`config.mk`:
```
export PLATFORM = sky130hd
export DESIGN_NAME = bin_upsample2x
export DESIGN_NICKNAME = d
export VERILOG_FILES = /design/src/rtl/bin_upsample2x.sv
export SDC_FILE = /design/constraint.sdc
export NUM_CORES = 1
export LEC_CHECK = 0
export ABC_AREA = 0
export BUFFER_PORTS_ARGS = -buffer_cell sky130_fd_sc_hd__buf_2
export CORE_ASPECT_RATIO = 1.4
export CORE_UTILIZATION = 50
export CTS_CLUSTER_DIAMETER = 40
export DETAILED_ROUTE_END_ITERATION = 8
export PLACE_DENSITY = 0.65
export SETUP_SLACK_MARGIN = 0.1
export SLEW_MARGIN = 20
export SYNTH_ARGS = -nofsm -noshare
export SYNTH_HDL_FRONTEND = slang
export SYNTH_SLANG_ARGS = --single-unit
```
`constraint.sdc`:
```
create_clock -name iCLK -period 4 [get_ports iCLK]
set_input_delay 0.4 -clock iCLK [delete_from_list [all_inputs] [get_ports iCLK]]
set_output_delay 0.4 -clock iCLK [all_outputs]
set_load 0.05 [all_outputs]
```
`src/rtl/bin_upsample2x.sv`:
```
// 2x2 nearest-neighbour unpooling: each pixel is emitted twice per row, and every row is replayed once from a line buffer.
// One-cycle latency from accept to oDATA; the output register holds under iREADY=0, and input is stalled during the copy and replay slots.
module bin_upsample2x #(
  parameter int WL     = 1,
  parameter int WIDTH  = 8,
  parameter int HEIGHT = 8
) (
  input  logic          iCLK,
  input  logic          iRST,
  input  logic          iSTART,
  input  logic          iVALID,
  input  logic [WL-1:0] iDATA,
  output logic          oREADY,
  output logic          oVALID,
  output logic [WL-1:0] oDATA,
  input  logic          iREADY,
  output logic          oLAST,
  output logic          oDONE
);

  localparam int CW = (WIDTH  > 1) ? $clog2(WIDTH)  : 1;
  localparam int RW = (HEIGHT > 1) ? $clog2(HEIGHT) : 1;
  localparam logic [CW-1:0] COL_MAX = CW'(WIDTH - 1);
  localparam logic [RW-1:0] ROW_MAX = RW'(HEIGHT - 1);

  typedef enum logic [1:0] {
    IDLE  = 2'd0,
    ROW_A = 2'd1,
    ROW_B = 2'd2
  } state_t;

  state_t        state, state_nxt;
  logic [CW-1:0] col, col_nxt;
  logic [RW-1:0] row, row_nxt;
  logic          phase, phase_nxt;
  logic          valid_nxt, last_nxt, done_nxt;
  logic [WL-1:0] data_nxt;
  logic          slot_free, accept;

  logic [WL-1:0] row_mem [WIDTH];

  assign slot_free = !oVALID || iREADY;
  // A start pulse outside IDLE restarts the frame, so nothing is taken in that cycle.
  assign oREADY    = (state == ROW_A) && !phase && slot_free && !iSTART;
  assign accept    = iVALID && oREADY;

  always_comb begin
    state_nxt = state;
    col_nxt   = col;
    row_nxt   = row;
    phase_nxt = phase;
    valid_nxt = oVALID;
    data_nxt  = oDATA;
    last_nxt  = oLAST;
    done_nxt  = oVALID && iREADY && oLAST;

    if (oVALID && iREADY) begin
      last_nxt = 1'b0;
    end

    if (iSTART && (state != IDLE)) begin
      state_nxt = ROW_A;
      col_nxt   = '0;
      row_nxt   = '0;
      phase_nxt = 1'b0;
      valid_nxt = 1'b0;
      last_nxt  = 1'b0;
    end else begin
      case (state)
        IDLE: begin
          if (slot_free) begin
            valid_nxt = 1'b0;
          end
          if (iSTART) begin
            state_nxt = ROW_A;
            col_nxt   = '0;
            row_nxt   = '0;
            phase_nxt = 1'b0;
          end
        end

        ROW_A: begin
          if (!phase) begin
            if (accept) begin
              data_nxt  = iDATA;
              valid_nxt = 1'b1;
              phase_nxt = 1'b1;
            end else if (slot_free) begin
              valid_nxt = 1'b0;
            end
          end else if (slot_free) begin
            valid_nxt = 1'b1;
            phase_nxt = 1'b0;
            if (col == COL_MAX) begin
              col_nxt   = '0;
              state_nxt = ROW_B;
            end else begin
              col_nxt = col + CW'(1);
            end
          end
        end

        ROW_B: begin
          if (slot_free) begin
            data_nxt  = row_mem[col];
            valid_nxt = 1'b1;
            phase_nxt = !phase;
            if (phase) begin
              if (col == COL_MAX) begin
                col_nxt = '0;
                if (row == ROW_MAX) begin
                  state_nxt = IDLE;
                  row_nxt   = '0;
                  last_nxt  = 1'b1;
                end else begin
                  row_nxt   = row + RW'(1);
                  state_nxt = ROW_A;
                end
              end else begin
                col_nxt = col + CW'(1);
              end
            end
          end
        end

        default: begin
          state_nxt = IDLE;
          valid_nxt = 1'b0;
        end
      endcase
    end
  end

  always_ff @(posedge iCLK or negedge iRST) begin
    if (!iRST) begin
      state  <= IDLE;
      col    <= '0;
      row    <= '0;
      phase  <= 1'b0;
      oVALID <= 1'b0;
      oDATA  <= '0;
      oLAST  <= 1'b0;
      oDONE  <= 1'b0;
    end else begin
      state  <= state_nxt;
      col    <= col_nxt;
      row    <= row_nxt;
      phase  <= phase_nxt;
      oVALID <= valid_nxt;
      oDATA  <= data_nxt;
      oLAST  <= last_nxt;
      oDONE  <= done_nxt;
    end
  end

  // Line buffer needs no reset: every entry is written in ROW_A before ROW_B reads it.
  always_ff @(posedge iCLK) begin
    if (accept) begin
      row_mem[col] <= iDATA;
    end
  end

endmodule
```
# [Word level (Yosys, flattened, before mapping)]
# Memories as Yosys holds them, arrays and structs flattened.
# Cells that the tools add are included.
[classes] muxes=49 n_eq_ne=14 n_bitwise=1 reduce_logical=21 add_sub_neg=2
[op_table] op="two-way mux 3 bit" count=12
[op_table] op="two-way mux 1 bit" count=23
[op_table] op="two-way mux 2 bit" count=8
[op_table] op="inequality test 3 bit, second input constant" count=4
[op_table] op="AND reduction 5 bit" count=2
[op_table] op="case mux 3 bit (3 select lines)" count=1
[op_table] op="logical AND 1 bit" count=7
[op_table] op="AND reduction 7 bit" count=1
[op_table] op="adder 3 x 1 -> 3 bit, second input constant" count=2
[op_table] op="== test 3 bit, second input constant" count=2
[op_table] op="inequality test 2 bit, second input constant" count=3
[op_table] op="inequality test 3 x 2 -> 1 bit, second input constant" count=2
[op_table] op="case mux 1 bit (3 select lines)" count=2
[op_table] op="case mux 2 bit (3 select lines)" count=1
[op_table] op="case mux 3 bit (2 select lines)" count=1
[op_table] op="AND reduction 6 bit" count=1
[op_table] op="nonzero test 2 bit" count=2
[op_table] op="nonzero test 4 bit" count=1
[op_table] op="logical NOT 1 bit" count=3
[op_table] op="inequality test 3 x 1 -> 1 bit, second input constant" count=1
[op_table] op="AND reduction 3 bit" count=1
[op_table] op="nonzero test 3 bit" count=1
[op_table] op="== test 2 x 1 -> 1 bit, second input constant" count=1
[op_table] op="== test 2 bit, second input constant" count=1
[op_table] op="other kinds (4)" count=4
[totals] ff_bits=13 wordCells=96 mem_bits_rw=8 memories=1
[memory_table] memory="row_mem" words=8 word_bits=1 read_ports=1 rd_clocked_by_memory_dff=0 wr=1 line="40" source="logic [WL-1:0] row_mem [WIDTH];"

# [Logic depth before layout (Yosys ltp)]
# Gate-level depths: netlist of run 1.
[logic_depth] depth_word=9 ltp_mapped=8 mapped_depth_nobuf=7

# [Worst setup path after synthesis of run 1]
# No wires, ideal clock.
[synth_timing] kind="flip-flop to flip-flop" startpoint="register state[1]" endpoint="memory row_mem[1], enable pin" arrival_ns=1.696 setup_time_ns=0.313 path_slack_ns=1.991 t_required_ns=3.687 path_buffers=0 period_less_slack_ns=2.009 stages_incl_launch_ff=6 cell_sequence="dfrtp_1 -> inv_1 -> ha_1 -> and3_1 -> nand3_1 -> nor3_1"
[synth_between] elab_chain_len=7
[synth_lines] item="from (decl)" line="32" source="state_t state, state_nxt;"
[synth_lines] item="from (signal assigned)" line="145" source="state <= state_nxt;"
[synth_lines] item="== test 2 x 1 -> 1 bit" line="44" source="assign oREADY = (state == ROW_A) && !phase && slot_free && !iSTART;"
[synth_lines] item="logical AND 1 bit (3 in a row)" line="44"
[synth_lines] item="net oREADY" line="13" source="output logic oREADY,"
[synth_lines] item="logical AND 1 bit" line="45" source="assign accept = iVALID && oREADY;"
[synth_lines] item="two-way mux 1 bit" line="158" source="if (accept) begin"
[synth_lines] item="two-way mux 1 bit (implied by the code)" line="159" source="row_mem[col] <= iDATA;"
[synth_lines] item="to (decl)" line="40"
# The timed path passes the listed nets, and every way through them passes these cells.

# [Final worst setup path of run 1]
[layout_timing] startpoint="register state[0]" endpoint="register col[1]"
[layout_between] elab_chain_len=4 word_cells_on_any_way=14 classes_between="eq/ne (7); mux (2); reduce/logical (5)"
[layout_lines] item="nonzero test 2 bit" line="61" source="if (iSTART && (state != IDLE)) begin"
[layout_lines] item="logical AND 1 bit" line="61"
[layout_lines] item="inequality test 3 x 2 -> 1 bit (no line) (tied with other cells)"
[layout_lines] item="AND reduction 6 bit (no line)"
[layout_lines] item="to (signal assigned)" line="146" source="col <= col_nxt;"
[layout_lines] item="to (decl)" line="33" source="logic [CW-1:0] col, col_nxt;"
# Parallel ways exist; a longest one is shown, timed or not.
# A chain may end at the register's enable or synchronous reset.

==> impl_results.md, run 1 <==
- Routed wire length: ~2500 µm
- Commonest non-fill, non-tap cell in the layout: nor2_1
- Setup-failing EPs final: 0
- CTS tree: built
- Crit share post-route: 0.547
- CP endpoint kind: register
- Largest net degree at the start of global routing: 16
- Worst Hold Class: input pin to register
- Top_reg_cell synth: dfrtp_1
- Std-Cell Rows: 21
- Starting Density: 0.541
- ANT cells: 0
- # Post-CTS Setup Buffers: 0
- Status: finished, final reports clean
- Unrepaired setup endpoints after global routing: no
- Remaining global-route overflow: 0
- Endpoints failing hold: 0
- Number of synthesized flops with an enable pin: 8
- Nets: 156
- P_leak: 0.000629 µW
- GRT Total Usage: 0.206
- Cell Area, Synth: between 1000 and 1500 µm²
- Die H: 63.1 µm
- Synth Register Bits: 21
- Routed vias/inst: around 5.7
- Power per cell area: 648 nW/µm²
- Syn nets: 146
- Peak supply drop: about 0.00038 V
- Area Growth Syn to Fin: 6.94%
- Worst-path fanout max: 15
- ANT nets after route: 0
- Min cycle time layout: ~2.2 ns
- Final setup skew: 0.00668 ns
- Clock transition at path regs: 0.13 ns
- Chip Width: about 46 µm
- Vias post-DR: 990
- First-pass GRT wire length: roughly 4400 µm
- Ports: 11
- Initial antenna violation count: 0
- Die area: between 2000 and 3000 µm²
- CTS buffer count: 3
- Remaining DRCs: 0
- Crit start category: register
- MaxCap Viol Count: 0
- Mean Syn Cell Area: slightly above 10 µm²
- Arrival time at the worst endpoint: ~2.4 ns
- Root Driver: clkbuf_4
- PortBufs: 10
- 1st-pass router iterations: 4
- Pins Over Slew Limit: 0
- Share of synthesized registers carrying an async set or reset: 0.619
- Fraction of layout cells with a size suffix above 1: 0.173
- Post-DP HPWL: ~1900 µm
- Pre-CTS setup slack: 1.84 ns
- WL per Instance: approximately 14 µm
- Clock tree sinks: 21
- CTS H-tree depth: 1
- Multi-input gate area: 718 µm²
- Type of the worst setup path: register to register
- Reg area: between 500 and 600 µm²
- Register area share after synthesis: 0.424
- Clk Latency, worst-skew pair: 0.31 ns
- Worst EP required: about 4.2 ns
- Setup TNS: 0 ns
- Mapped Cells: 130
- Fillers: 235
- Slack of the critical path: roughly 1.8 ns
- DR iter-0 viols: 26
- Gpl congestion: about 0.84
- Worst-Margin Slew: approximately 0.47 ns
- Cts repair resizes: 0
- Most frequent cells in the layout: nor2_1, dfrtp_1, nand2_1, ha_1, buf_2
- Synth Warn #: 0
- CTS max path bufs: 2
- Max Clk Rate: about 460 MHz
- Synth cell types: 39
- Rel. slew slack: 0.686
- Core ar.: between 2000 and 2500 µm²
- Vias in the first global route: 1,011
-- critical path, cell delays in order, from the launching register on --
cell and delay [ns]:
dfrtp_1 0.47, inv_1 0.14, ha_1 0.44, or2b_1 0.32, a21oi_1 0.18, a211oi_2 0.07, o21ai_2 0.14, mux2_4 0.32
-- per-layer routing --
metal | global-route usage | part of all wire
met1 | 0.243 | 0.41
met2 | 0.366 | 0.56
met3 | 0.0258 | 0.020
met4 | 0.0644 | 0.013
met5 | 0 | 0
-- cells by family after synthesis --
| kind of cell | Yosys count | share of synthesized area |
|---|---|---|
| AOI/OAI and AO/OA | 23 | 0.127 |
| muxes | 10 | 0.0993 |
| and+or+nand+nor | 57 | 0.217 |
| adders and majority gates | 10 | 0.0937 |
| buffers and inverters | 9 | 0.0384 |
| DFF | 21 | 0.424 |
-- stage by stage --
| stage | hold slack, ns | total power [µW] | util | cell area [µm²] | cells |
|---|---|---|---|---|---|
| floorplan | 0.104 | 731 | - | 1340 | 130 |
| global placement | 0.303 | 811 | 0.562 | 1390 | 168 |
| detailed placement | 0.311 | 822 | 0.562 | 1390 | 168 |
| CTS | 0.348 | 932 | 0.578 | 1430 | 173 |
| global route | 0.367 | 1000 | 0.578 | 1430 | 173 |
| finish | 0.356 | 925 | 0.578 | 1430 | 173 |
-- Yosys cell counts, drive strengths merged, types with 2 or more instances --
| cell type | instances | share of area |
|---|---|---|
| a211oi | 3 | 0.021 |
| a21oi | 4 | 0.015 |
| a31oi | 5 | 0.033 |
| and3 | 6 | 0.028 |
| buf | 3 | 0.010 |
| clkbuf | 2 | 0.0056 |
| dfrtp | 13 | 0.24 |
| edfxtp | 8 | 0.18 |
| ha | 10 | 0.094 |
| inv | 3 | 0.0084 |
| mux2 | 7 | 0.067 |
| mux2i | 2 | 0.015 |
| nand2 | 12 | 0.034 |
| nand2b | 7 | 0.035 |
| nand3 | 4 | 0.015 |
| nor2 | 14 | 0.039 |
| nor3 | 7 | 0.026 |
| nor4 | 2 | 0.0094 |
| o21ai | 5 | 0.022 |
-- where the power goes --
part           switching [µW]  leakage (µW)  total (µW)  internal, µW
combinational             281      0.000371         482           201
sequential               71.2      0.000244         337           266
clock                    68.1     0.0000139         106          38.1
-- timing repair --
action / CTS / global route
hold buffers: 1 / 0
endpoints found under the setup margin: 0 / 0
endpoints found under the hold margin: 13 / 0
-- layout make-up --
type                    count  share of cell area
repair buffers             11              0.0421
clock buffers               3              0.0158
multi-input cells         100               0.503
clock inverters             1             0.00526
flip-flops and latches     21               0.396
inverters                   3             0.00789
well taps                  34              0.0298
-- state kept, by name, summed over array words and instances, names as in the netlist --
| signal | cells |
|---|---|
| col | 3 |
| oDATA | 1 |
| oDONE | 1 |
| oLAST | 1 |
| oVALID | 1 |
| phase | 1 |
| row | 3 |
| row_mem | 8 |
| state | 2 |
-- path summary, 6_finish.rpt --
check	startpoint	depth (start not counted)	slack [ns]	end
worst max-delay path	state[0]	7	1.81	col[1]
worst min-delay path	iREADY	2	0.36	oDONE
worst max register to register	state[0]	7	1.81	col[1]
worst min register to register	row[1]	1	0.52	row[1]
max in group asynchronous	iRST	2	3.26	col[0]
min in group asynchronous	iRST	2	0.50	row[0]
(Power assumes the default switching activity.)
==> inputs of run 2 (changes only) <==
Settings changed: PLACE_DENSITY 0.65 to 0.67.
Clock period 4 ns to 2 ns, I/O delays scaled along.
==> run 2 against run 1 <==
Compared with the run above:
- flip-flop and latch count stayed put
- routed wire length is 13% higher
- clock skew is 0.0040 ns lower
- global-route usage is 1.3 points higher
- critical path depth is 1 lower
- die area stayed put
- fmax is 19% higher
- utilization is 5.1 points higher
- largest power group unchanged
- sequential share of layout area is 3.1 points lower
- design area is 8.8% higher
- critical endpoint is now row[1]
- worst hold slack worse by 0.20 ns
- combinational power grew to 2.6 times the previous value
==> impl_results.md, run 2 (synthesis results as in run 1) <==
- Arrival time at the worst endpoint: 2.04 ns (-0.35 ns)
- Remaining DRCs: 0 (unchanged)
- Most frequent cells in the layout: nor2_1, nand2_1, dfrtp_1, buf_2, buf_4
- Gpl congestion: 0.873 (+3.8%)
- Fraction of layout cells with a size suffix above 1: 0.282 (+0.109)
- Die H: 63.1 µm (unchanged)
- Placed cells: 175 (+4.2%)
- Largest net degree at the start of global routing: 14 (-2)
- Clock share of power: 0.101 (-0.014)
- Reg2reg start: state[1]
- P_leak: 0.000681 µW (+8.3%)
- CP endpoint kind: register
- Chip Width: 45.7 µm (unchanged)
- PortBufs: 10 (unchanged)
- Placed Instance Area: 1440 µm² (+3.9%)
- Vias in the first global route: 995 (-1.6%)
- Crit start category: register
- Hold Crit Start: iREADY
- Biggest regs: row_mem (8), col (3), row (3)
- Reg2Reg Depth: 6 (-1)
- Nets: 166 (+6.4%)
- Peak supply drop: 0.000925 V (+150%)
- Root Driver: clkbuf_4
- CTS max path bufs: 2 (unchanged)
- CTS H-tree depth: 1 (unchanged)
- R2R setup slack: 0.16 ns (-1.65 ns)
- Worst Hold Class: input pin to register
- ANT cells: 0 (unchanged)
- DR iter-0 viols: 16 (-38%)
- Status: finished, final reports clean
- Power, Total: 2080 µW (+120%)
- GRT Total Usage: 0.219 (+0.0126)
- Combinational share of power: 0.606 (+0.085)
- Max Clk Rate: 543 MHz (+19%)
- Ports: 11 (unchanged)
- Fillers: 228 (-3.0%)
- Commonest non-fill, non-tap cell in the layout: nor2_1
- Internal: 1160 µW (+130%)
- Worst-Margin Slew: 0.329 ns (-0.137 ns)
- Max reg flops: 8 (unchanged)
- Endpoints failing hold: 0 (unchanged)
- Unrepaired setup endpoints after global routing: no
- First-pass GRT wire length: 4540 µm (+3.6%)
- Starting Density: 0.541 (unchanged)
- Post-DP HPWL: 2000 µm (+5.6%)
- Die area: 2880 µm² (unchanged)
- Rel. slew slack: 0.779 (+0.0924)
- Routed wire length: 2810 µm (+13%)
- Worst-path fanout max: 8 (-7)
- Remaining global-route overflow: 0 (unchanged)
- NetSw: 916 µW (+120%)
- Final Instance Area: 1550 µm² (+8.8%)
- Clk Latency, worst-skew pair: 0.31 ns (about the same)
- Pins Over Slew Limit: 0 (unchanged)
- CTS tree: built
- Setup-failing EPs final: 0 (unchanged)
- Pre-CTS setup slack: 0.00867 ns (-1.83 ns)
- Multi-input gate area: 771 µm² (+7.3%)
- MaxCap Viol Count: 0 (unchanged)
- Worst R2R End: row[1]
- Power per cell area: 1340 nW/µm² (+110%)
- Seq pwr share: 0.293 (-0.071)
- Clock transition at path regs: 0.12 ns (about the same)
- WL per Instance: 15.4 µm (+6.7%)
- Net Sw Frac: 0.440 (-0.0141)
- Reg area: 567 µm² (+0.22%)
- Clock tree sinks: 21 (unchanged)
- Fin cells: 183 (+5.8%)
- Vias post-DR: 1,033 (+4.3%)
- Std-Cell Rows: 21 (unchanged)
- ANT nets after route: 0 (unchanged)
- Min cycle time layout: 1.84 ns (-0.345 ns)
- Top reg by flops: row_mem
- Final setup skew: 0.00268 ns (-0.00400 ns)
- Worst EP required: 2.20 ns (-2.00 ns)
- Endpoint, Worst Hold: oDONE
- CTS buffer count: 3 (unchanged)
- Routed vias/inst: 5.64 (-1.4%)
- Crit share post-route: 0.921 (+0.374)
- Core ar.: 2470 µm² (unchanged)
- Setup TNS: 0 ns (unchanged)
- Type of the worst setup path: register to register
- Initial antenna violation count: 0 (unchanged)
- Area Growth Syn to Fin: 16.3%
- Slack of the critical path: 0.159 ns (-1.65 ns)
- Hold path depth: 2 (unchanged)
- 1st-pass router iterations: 4 (unchanged)
## run 2: cell types whose count changed in the layout (fill, tap and decap cells not counted), sizes merged
cell,delta
buf,+10
clkbuf,+1
clkinvlp,-1
## run 2: worst max-delay path by stage
stage | slack [ns] | end | depth (start not counted) | from
floorplan | 0.15 | row_mem[1] | 5 | state[1]
detailed placement | 0.009 | col[2] | 6 | state[1]
CTS | 0.12 | oREADY | 4 | state[1]
global placement | 0.11 | col[1] | 6 | state[1]
global route | 0.08 | row[0] | 6 | state[1]
finish | 0.16 | row[1] | 6 | state[1]
## run 2: final cells by class
class,count,area share
Inverter,3,0.00725
Sequential cell,21,0.365
Tap cell,34,0.0274
Clock buffer,4,0.0169
Timing Repair Buffer,21,0.0870
Multi-Input combinational cell,100,0.496
## run 2: power by group through the flow
stage               clock, µW  combinational, µW  sequential (µW)
global placement            0               1100              609
floorplan                   0                787              676
detailed placement          0               1120              615
CTS                       213               1140              609
global route              230               1390              624
finish                    209               1260              610
## run 2: metrics by stage
stage | hold WS, ns | utilization
final | 0.157 | 0.629
after detailed placement | 0.113 | 0.584
after global routing | 0.160 | 0.629
after CTS | 0.159 | 0.603
after global placement | 0.105 | 0.584
after floorplan | -0.0956 | -
## run 2: worst max-delay path, cell delays in order, from the launching register on
cell and delay [ns]:
dfrtp_2 0.47, inv_1 0.17, ha_2 0.33, a211o_1 0.13
a31oi_1 0.05, a31oi_2 0.24, mux2_1 0.35
## run 2: per-layer routing
metal,vias to the layer above,global-route usage,routed length [µm],part of all wire
li1,513,-,-,-
met1,493,0.248,1140,0.41
met2,18,0.395,1510,0.54
met3,9,0.0258,76,0.027
met4,0,0.0795,74,0.026
met5,-,0,0,0
## run 2: timing repair
item | in CTS | in global routing
hold endpoints to repair | 13 | 0
resized for setup | 4 | 7
hold buffers | 1 | 0
endpoints found under the setup margin | 5 | 10
buffers inserted | 0 | 3
